**src/rtl/player_pkg.sv**
```systemverilog
// Shared action codes and pending-command entry for the paddle controller.
package player_pkg;

  localparam logic [2:0] ACT_IDLE = 3'd0;
  localparam logic [2:0] ACT_L_UP = 3'd1;
  localparam logic [2:0] ACT_L_DN = 3'd2;
  localparam logic [2:0] ACT_R_UP = 3'd3;
  localparam logic [2:0] ACT_R_DN = 3'd4;

  localparam logic DIR_UP = 1'b0;
  localparam logic DIR_DN = 1'b1;

  typedef struct packed {
    logic valid;
    logic dir;
  } pend_t;

endpackage

```
**src/rtl/action_sync_filter.sv**
```systemverilog
// Two-flop synchroniser plus stability filter for the player action code;
// emits the last accepted code and one-cycle accept/error pulses.
module action_sync_filter
  import player_pkg::*;
#(
  parameter int STABLE_CYC = 4
) (
  input  logic       clk,
  input  logic       rst_n,
  input  logic [2:0] code_i,
  output logic [2:0] code_acc_o,
  output logic       cmd_accept_o,
  output logic       cmd_err_o
);

  localparam int CNT_W = $clog2(STABLE_CYC + 1);
  localparam logic [CNT_W-1:0] CNT_SAT = CNT_W'(STABLE_CYC);

  logic [2:0]       sync1_q, code_s_q, code_acc_q;
  logic [CNT_W-1:0] stab_cnt_q, stab_cnt_d;
  logic             cmd_accept_q, cmd_err_q;
  logic             reach;

  // The counter restarts on the edge where code_s takes a new value, so the
  // accept pulse lands 2 + STABLE_CYC cycles after the input change.
  always_comb begin
    stab_cnt_d = stab_cnt_q;
    if (sync1_q != code_s_q)
      stab_cnt_d = '0;
    else if (stab_cnt_q != CNT_SAT)
      stab_cnt_d = stab_cnt_q + 1'b1;
    reach = (stab_cnt_d == CNT_SAT) && (stab_cnt_q != CNT_SAT) &&
            (code_s_q != code_acc_q);
  end

  // NOTE: reset is sampled on the clock edge only; all state uses <= so every
  // flop sees the pre-edge values of its neighbours (the synchroniser relies on it).
  always_ff @(posedge clk) begin
    if (!rst_n) begin
      sync1_q      <= ACT_IDLE;
      code_s_q     <= ACT_IDLE;
      code_acc_q   <= ACT_IDLE;
      stab_cnt_q   <= '0;
      cmd_accept_q <= 1'b0;
      cmd_err_q    <= 1'b0;
    end else begin
      sync1_q      <= code_i;
      code_s_q     <= sync1_q;
      stab_cnt_q   <= stab_cnt_d;
      cmd_accept_q <= reach && (code_s_q >= ACT_L_UP) && (code_s_q <= ACT_R_DN);
      cmd_err_q    <= reach && (code_s_q > ACT_R_DN);
      if (reach)
        code_acc_q <= code_s_q;
    end
  end

  assign code_acc_o   = code_acc_q;
  assign cmd_accept_o = cmd_accept_q;
  assign cmd_err_o    = cmd_err_q;

endmodule

```
**src/rtl/paddle_move_ctrl.sv**
```systemverilog
// Paddle position controller: frame counter, per-paddle pending command and
// clamped update. Define PADDLE_ACCEL_EN to enable held-direction acceleration.
module paddle_move_ctrl
  import player_pkg::*;
#(
  parameter int FRAME_DIV  = 833333,
  parameter int STABLE_CYC = 4,
  parameter int Y_W        = 10,
  parameter int Y_MAX      = 400,
  parameter int Y_INIT     = 200,
  parameter int STEP       = 4
) (
  input  logic           clk,
  input  logic           rst_n,
  input  logic [2:0]     player_M,
  output logic [Y_W-1:0] left_y,
  output logic [Y_W-1:0] right_y,
  output logic           frame_tick,
  output logic           cmd_accept,
  output logic           cmd_err
);

  localparam int FC_W = (FRAME_DIV > 1) ? $clog2(FRAME_DIV) : 1;

  logic [2:0]      code_acc;
  logic [FC_W-1:0] frame_cnt_q;
  pend_t           pend_q [2];
  pend_t           pend_d [2];
  pend_t           pend_new [2];
  pend_t           pend_eff [2];
  logic [Y_W-1:0]  y_q [2];
  logic [Y_W-1:0]  y_d [2];
  logic [Y_W:0]    step [2];
`ifdef PADDLE_ACCEL_EN
  logic [1:0]      hold_q [2];
  logic [1:0]      hold_d [2];
  logic            last_app_q [2];
  logic            last_app_d [2];
  logic            last_dir_q [2];
  logic            last_dir_d [2];
`endif

  action_sync_filter #(.STABLE_CYC(STABLE_CYC)) u_filter (
    .clk          (clk),
    .rst_n        (rst_n),
    .code_i       (player_M),
    .code_acc_o   (code_acc),
    .cmd_accept_o (cmd_accept),
    .cmd_err_o    (cmd_err)
  );

  assign frame_tick = (frame_cnt_q == FC_W'(FRAME_DIV - 1));

  // Signed Y_W+1 arithmetic so an up move below zero is seen as negative.
  function automatic logic [Y_W-1:0] move_clamp(input logic [Y_W-1:0] y,
                                                input logic dir,
                                                input logic [Y_W:0] s);
    logic signed [Y_W:0] sum;
    sum = (dir == DIR_DN) ? $signed({1'b0, y}) + $signed(s)
                          : $signed({1'b0, y}) - $signed(s);
    if (sum < 0)
      move_clamp = '0;
    else if (sum > $signed((Y_W+1)'(Y_MAX)))
      move_clamp = Y_W'(Y_MAX);
    else
      move_clamp = sum[Y_W-1:0];
  endfunction

  always_comb begin
    pend_new[0] = '{valid: cmd_accept && (code_acc == ACT_L_UP || code_acc == ACT_L_DN),
                    dir:   (code_acc == ACT_L_DN)};
    pend_new[1] = '{valid: cmd_accept && (code_acc == ACT_R_UP || code_acc == ACT_R_DN),
                    dir:   (code_acc == ACT_R_DN)};
    for (int i = 0; i < 2; i++) begin
      // NOTE: every signal gets a default before any branch so no latch is inferred.
      pend_eff[i] = pend_new[i].valid ? pend_new[i] : pend_q[i];
      pend_d[i]   = frame_tick ? '0 : pend_eff[i];
      y_d[i]      = y_q[i];
      step[i]     = (Y_W+1)'(STEP);
`ifdef PADDLE_ACCEL_EN
      hold_d[i]     = hold_q[i];
      last_app_d[i] = last_app_q[i];
      last_dir_d[i] = last_dir_q[i];
      if (frame_tick) begin
        if (pend_eff[i].valid) begin
          if (last_app_q[i] && (last_dir_q[i] == pend_eff[i].dir))
            hold_d[i] = (hold_q[i] == 2'd2) ? 2'd2 : hold_q[i] + 2'd1;
          else
            hold_d[i] = 2'd0;
          last_app_d[i] = 1'b1;
          last_dir_d[i] = pend_eff[i].dir;
        end else begin
          hold_d[i]     = 2'd0;
          last_app_d[i] = 1'b0;
        end
      end
      step[i] = (Y_W+1)'(STEP) << hold_d[i];
`endif
      if (frame_tick && pend_eff[i].valid)
        y_d[i] = move_clamp(y_q[i], pend_eff[i].dir, step[i]);
    end
  end

  always_ff @(posedge clk) begin
    if (!rst_n) begin
      frame_cnt_q <= '0;
      for (int i = 0; i < 2; i++) begin
        pend_q[i] <= '0;
        y_q[i]    <= Y_W'(Y_INIT);
`ifdef PADDLE_ACCEL_EN
        hold_q[i]     <= 2'd0;
        last_app_q[i] <= 1'b0;
        last_dir_q[i] <= DIR_UP;
`endif
      end
    end else begin
      frame_cnt_q <= frame_tick ? '0 : frame_cnt_q + 1'b1;
      for (int i = 0; i < 2; i++) begin
        pend_q[i] <= pend_d[i];
        y_q[i]    <= y_d[i];
`ifdef PADDLE_ACCEL_EN
        hold_q[i]     <= hold_d[i];
        last_app_q[i] <= last_app_d[i];
        last_dir_q[i] <= last_dir_d[i];
`endif
      end
    end
  end

  assign left_y  = y_q[0];
  assign right_y = y_q[1];

endmodule

```
**config.mk**
```make
export PLATFORM = sky130hd
export DESIGN_NAME = paddle_move_ctrl
export DESIGN_NICKNAME = d
export VERILOG_FILES = /design/src/rtl/player_pkg.sv /design/src/rtl/action_sync_filter.sv /design/src/rtl/paddle_move_ctrl.sv
export SDC_FILE = /design/constraint.sdc
export NUM_CORES = 1
export LEC_CHECK = 0
export CAP_MARGIN = 20
export CORE_ASPECT_RATIO = 0.5
export CORE_UTILIZATION = 55
export DETAILED_ROUTE_END_ITERATION = 16
export PLACE_DENSITY = 0.75
export RECOVER_POWER = 100
export SLEW_MARGIN = 20
export SYNTH_ARGS = -nofsm -noshare
export SYNTH_HDL_FRONTEND = slang
export SYNTH_SLANG_ARGS = --single-unit
```
**constraint.sdc**
```tcl
create_clock -name clk -period 10.9 [get_ports clk]
set_clock_uncertainty 0.15 [all_clocks]
set_input_delay 2.18 -clock clk [delete_from_list [all_inputs] [get_ports clk]]
set_output_delay 2.18 -clock clk [all_outputs]
set_load 0.05 [all_outputs]
```
==> results of run 1 <==
layout by cell type, fill, tap and decap left out, types with 6 or more instances in the layout:
cell type and count:
inv_1 17, and3_1 9, xor2_1 23, o21ai_0 22
nor2_1 46, and2_1 9, mux2i_1 7, nand2_1 29
dfxtp_1 54, dlygate4sd3_1 20, nand2b_1 6, nand3_1 16
a21oi_1 16, xnor2_1 12, ha_1 14, nor3_1 8
cell families (layout without fill, tap and decap cells):
logic type | count (synthesis) | count (layout) | synth area share
muxes | 7 | 7 | 0.0231
adders and majority gates | 15 | 15 | 0.0645
DFF | 54 | 54 | 0.357
buffers and inverters | 35 | 50 | 0.0496
xor gates and xnor gates | 35 | 35 | 0.101
AOI/OAI and AO/OA | 64 | 64 | 0.131
other | 1 | 4 | 0.00124
and+or+nand+nor | 159 | 159 | 0.272
state kept, by name, summed over array words and instances, names as in the netlist:
signal                 flops
u_filter.sync1_q           3
u_filter.code_acc_o        3
u_filter.cmd_err_o         1
u_filter.code_s_q          3
u_filter.stab_cnt_q        3
u_filter.cmd_accept_o      1
y_q                       16
pend_q                     4
frame_cnt_q               20
worst paths after layout:
kind	depth (start not counted)	slack, ns	end	startpoint
worst min-delay path	2	0.33	y_q[0][14]$_SDFFE_PN0P_	y_q[0][14]$_SDFFE_PN0P_
worst max register to register	12	7.32	y_q[0][15]$_SDFFE_PN0P_	u_filter.code_acc_o[2]$_SDFFE_PN0P_
worst max-delay path	5	5.64	frame_tick	frame_cnt_q[16]$_SDFF_PP0_
worst min register to register	2	0.33	y_q[0][14]$_SDFFE_PN0P_	y_q[0][14]$_SDFFE_PN0P_
area by class of cell:
class	count	area (µm²)	share of cell area
multi-input combinational	284	1800	0.534
timing repair buffer	25	245	0.0726
inverter	17	63.8	0.0189
clock inverter	3	28.8	0.00852
tap	70	87.6	0.0259
sequential	54	1080	0.320
clock buffer	5	68.8	0.0204
per-stage QoR:
stage	hold slack [ns]	instances	setup WS [ns]	area (µm²)	power [W]
6_report	0.334	458	5.64	3380	0.000337
3_3_place_gp	0.303	450	6.11	3290	0.000221
5_1_grt	0.354	458	5.52	3380	0.000350
2_1_floorplan	0.291	373	6.73	3040	0.000219
3_5_place_dp	0.317	450	6.05	3290	0.000221
4_1_cts	0.340	458	5.70	3380	0.000340
power breakdown:
group | total (W) | internal [W] | leakage [nW] | switching, W
logic | 0.0000146 | 0.00000487 | 0.832 | 0.00000970
registers | 0.000202 | 0.000200 | 0.437 | 0.00000266
clock network | 0.000120 | 0.0000478 | 0.0502 | 0.0000721
critical path, stage by stage, from the launching register on:
cell,delay [ns]
dfxtp_1,0.37
nand4bb_1,0.20
or4_1,0.52
or4_1,0.54
inv_1,0.12
dlygate4sd3_1,0.87
metal layers:
metal  vias to the layer above  wire (µm)  global-route usage  share of wire
met5                         -          0                   0              0
met4                         0         24              0.0434         0.0039
met3                         6        268              0.0429          0.044
met2                        53       2720               0.389           0.45
met1                      1194       3090               0.296           0.51
li1                       1303          -                   -              -
==> flow_summary.ini, run 1 <==
[yosys]
yosys-top-cells-area = dfxtp_1 (36%), xor2_1 (6.7%), ha_1 (5.8%)
syn_avg_cell_area_um2 = 8.18
ys.flop_type = dfxtp_1
synth_cell_types = 50
synth_edf_count = 0
synthCells = 370
synth_top_cells_by_count = dfxtp_1 (54), nor2_1 (46), nand2_1 (29), xor2_1 (23), o21ai_0 (22)
yosys_warnings = 0
ys_seq_area_frac = 0.357
synth.most_common_cell = dfxtp_1
yosys.area.top_type_share = 0.357
netlist_area_um2 = 3030
ys_ff_latch = 54
synth-async-reset-ratio = 0
yosys.area.top_type = dfxtp_1

[floorplanning]
core_area_um2 = 5110
start_util = 0.592
die_h_um = 54.5
fp.dieW_um = 107
ios = 28
die_area_um2 = 5820
rows = 18

[placed_design]
dp_hpwl_um = 4490
io_buffers = 23
gp_congestion = 0.818

[clocking]
cts_buffer_depth = 2
path_clk_slew_ns = 0.10
root_buffer = clkbuf_8
cts_hold_buf = 0
htreeDepth = 2
cts_tree = built
clk_latency_ns = 0.32
post_cts_buffers = 0
cts.sinks = 54
numCtsBuffers = 5
cts_resized = 0

[final_layout]
diodes = 0
nFillCells = 431
nets = 407
syn2layout_area_growth_pct = 11.6
drive_gt1_frac = 0.0361
fin_util = 0.661

[timing]
relSlewSlack = 0.393
max_freq_mhz = 190
layout_min_cycle_time_ns = 5.26
rsz0062_at_grt = false
setup_viol_count_final = 0
finalSetupTns_ns = 0
drv_slew = 0
finalCritPeriodShare = 0.482
finalHoldViolCount = 0
worstMarginPinSlew_ns = 0.902

[worst_setup_path]
cp.arrival_ns = 2.93
startpoint_type = register
crit_fanout = 7
cp.required_ns = 8.57
critPathKind = register to primary output
crit_path_end_kind = primary output

[route]
drc = 0
avgViaCountPerCell = 5.58
antenna_left = 0
vias = 2556
wire_per_inst_um = 13.3
firstDrtPassIters = 4
wl_um = 6110
drt_iter0_markers = 102

[pwr]
p_per_area_nw_per_um2 = 99.7
p_leak_nw = 1.32
peakVddDrop_mv = 0.0526

[run_status]
status = finished, final reports clean

[global_route]
antenna_found_initial = 0
grt_max_degree = 24
gr-total-overflow = 0
grt_pass1_wl_um = 10000
grtUsageTotal = 0.223
grt_pass1_vias = 2252

[job]
cap_viol_max_count = 0

[hold_path]
hp-class = register to register
Note: power is estimated with default switching activity, not from simulation.
==> run 2, diff against run 1 <==
--- a/config.mk
+++ b/config.mk
@@ -7,9 +7,9 @@
 export LEC_CHECK = 0
 export CAP_MARGIN = 20
 export CORE_ASPECT_RATIO = 0.5
-export CORE_UTILIZATION = 55
+export CORE_UTILIZATION = 52
 export DETAILED_ROUTE_END_ITERATION = 16
-export PLACE_DENSITY = 0.75
+export PLACE_DENSITY = 0.74
 export RECOVER_POWER = 100
 export SLEW_MARGIN = 20
 export SYNTH_ARGS = -nofsm -noshare
==> constraint.sdc (replaced) <==
create_clock -name clk -period 4.6 [get_ports clk]
set_clock_uncertainty 0.15 [all_clocks]
set_input_delay 0.92 -clock clk [delete_from_list [all_inputs] [get_ports clk]]
set_output_delay 0.92 -clock clk [all_outputs]
set_load 0.05 [all_outputs]
==> flow_summary.ini, run 2 (synthesized netlist as in run 1, its figures left out) <==
[clocking]
clk_latency_ns = 0.29
post_cts_buffers = 0
cts_resized = 0
cts_buffer_depth = 2
numCtsBuffers = 5
cts_tree = built
htreeDepth = 2
root_buffer = clkbuf_16
path_clk_slew_ns = 0.07
cts.sinks = 54
cts_hold_buf = 0

[pwr]
internal_power_w = 0.000692
p_leak_nw = 1.33
pwr-share-clk = 0.431
p_seq_frac = 0.532
p_per_area_nw_per_um2 = 263
netSwitchingPower_w = 0.000208
p_sw_frac = 0.231
peakVddDrop_mv = 0.208
combPwrFrac = 0.037

[route]
vias = 2609
drc = 0
wl_um = 6310
wire_per_inst_um = 13.7
drt_iter0_markers = 113
firstDrtPassIters = 4
avgViaCountPerCell = 5.66
antenna_left = 0

[placed_design]
dp.cells = 453
pre_cts_ws_ns = 1.01
dp_hpwl_um = 4630
gp_congestion = 0.853
io_buffers = 23

[hold_path]
hp-class = register to register

[worst_setup_path]
crit_fanout = 7
critPathSlowestCell = dlygate4sd3_1
critPathKind = register to primary output
cp.required_ns = 3.53
startpoint_type = register
slowest_delay_ns = 0.88
path_cells = nand4bb_1, or4_1, or4_1, inv_1, dlygate4sd3_1
cp.arrival_ns = 2.89
crit_path_end_kind = primary output
crit_top_cell = or4_1

[global_route]
grt_pass1_vias = 2473
grt_pass1_wl_um = 11100
globalRouteMet2Util = 0.376
gr-total-overflow = 0
met1_usage = 0.305
use_met3 = 0.0457
grtUsageTotal = 0.226
busiest_layer = met2
antenna_found_initial = 0
grt_max_degree = 24

[timing]
setup_viol_count_final = 0
finalHoldViolCount = 0
layout_min_cycle_time_ns = 3.96
worstMarginPinSlew_ns = 0.916
finalCritPeriodShare = 0.862
fin_ws_ns = 0.637
finalSetupTns_ns = 0
whs_ns = 0.336
max_freq_mhz = 252
rsz0062_at_grt = false
drv_slew = 0
relSlewSlack = 0.384

[final_layout]
syn2layout_area_growth_pct = 13.1
drive_gt1_frac = 0.0284
nets = 407
final_common_cell = dfxtp_1
diodes = 0
stdcell_count = 461
final_cell_mix = dfxtp_1 (54), nor2_1 (46), nand2_1 (29)
reg_top3 = frame_cnt_q (20), y_q (16), pend_q (4)
largest_reg_flops = 20
top_register = frame_cnt_q

[floorplanning]
core_area_um2 = 5540
ios = 28
fp.dieW_um = 110
die_h_um = 56.0
die_area_um2 = 6150
rows = 19
start_util = 0.547

[run_status]
status = finished, final reports clean

[job]
cap_viol_max_count = 0
run 2: final cells by class:
| cell class | count | area [µm²] |
|---|---|---|
| fillers | 496 | 2110 |
| multi-input cells | 284 | 1800 |
| flip-flops and latches | 54 | 1080 |
| repair buffers | 25 | 238 |
| clock buffers | 5 | 125 |
| well taps | 73 | 91.3 |
| inverters | 17 | 63.8 |
| clock inverters | 3 | 28.8 |
run 2: power groups by stage:
stage / Combinational, W / Sequential, W / Clock (W)
floorplan: 0.0000295 / 0.000488 / 0
global placement: 0.0000330 / 0.000489 / 0
detailed placement: 0.0000341 / 0.000490 / 0
CTS: 0.0000342 / 0.000479 / 0.000395
global route: 0.0000384 / 0.000480 / 0.000418
finish: 0.0000337 / 0.000479 / 0.000388
run 2: through the flow:
stage	power (W)	utilization	area (µm²)
finish	0.000900	0.618	3420
detailed placement	0.000524	0.594	3290
floorplan	0.000518	-	3040
CTS	0.000908	0.622	3440
global placement	0.000522	0.594	3290
global route	0.000936	0.618	3420
run 2: final timing paths:
kind                                             from                       to  slack [ns]  cells after the start
setup / recovery           frame_cnt_q[16]$_SDFF_PP0_               frame_tick        0.64                      5
hold / removal                y_q[0][14]$_SDFFE_PN0P_  y_q[0][14]$_SDFFE_PN0P_        0.34                      2
setup reg to reg  u_filter.code_acc_o[1]$_SDFFE_PN0P_  y_q[0][15]$_SDFFE_PN0P_        0.77                     12
hold reg to reg               y_q[0][14]$_SDFFE_PN0P_  y_q[0][14]$_SDFFE_PN0P_        0.34                      2
run 2: worst max-delay path: cells and delay by family (launching register included):
family                 cells  cell delay (ns)
flip-flops                 1             0.35
AND/OR/NAND/NOR            3             1.25
buffers and inverters      2             1.01
run 2: routing by layer:
layer,share of wire,vias up
li1,-,1307
met1,0.49,1243
met2,0.45,50
met3,0.042,9
met4,0.012,0
met5,0,-
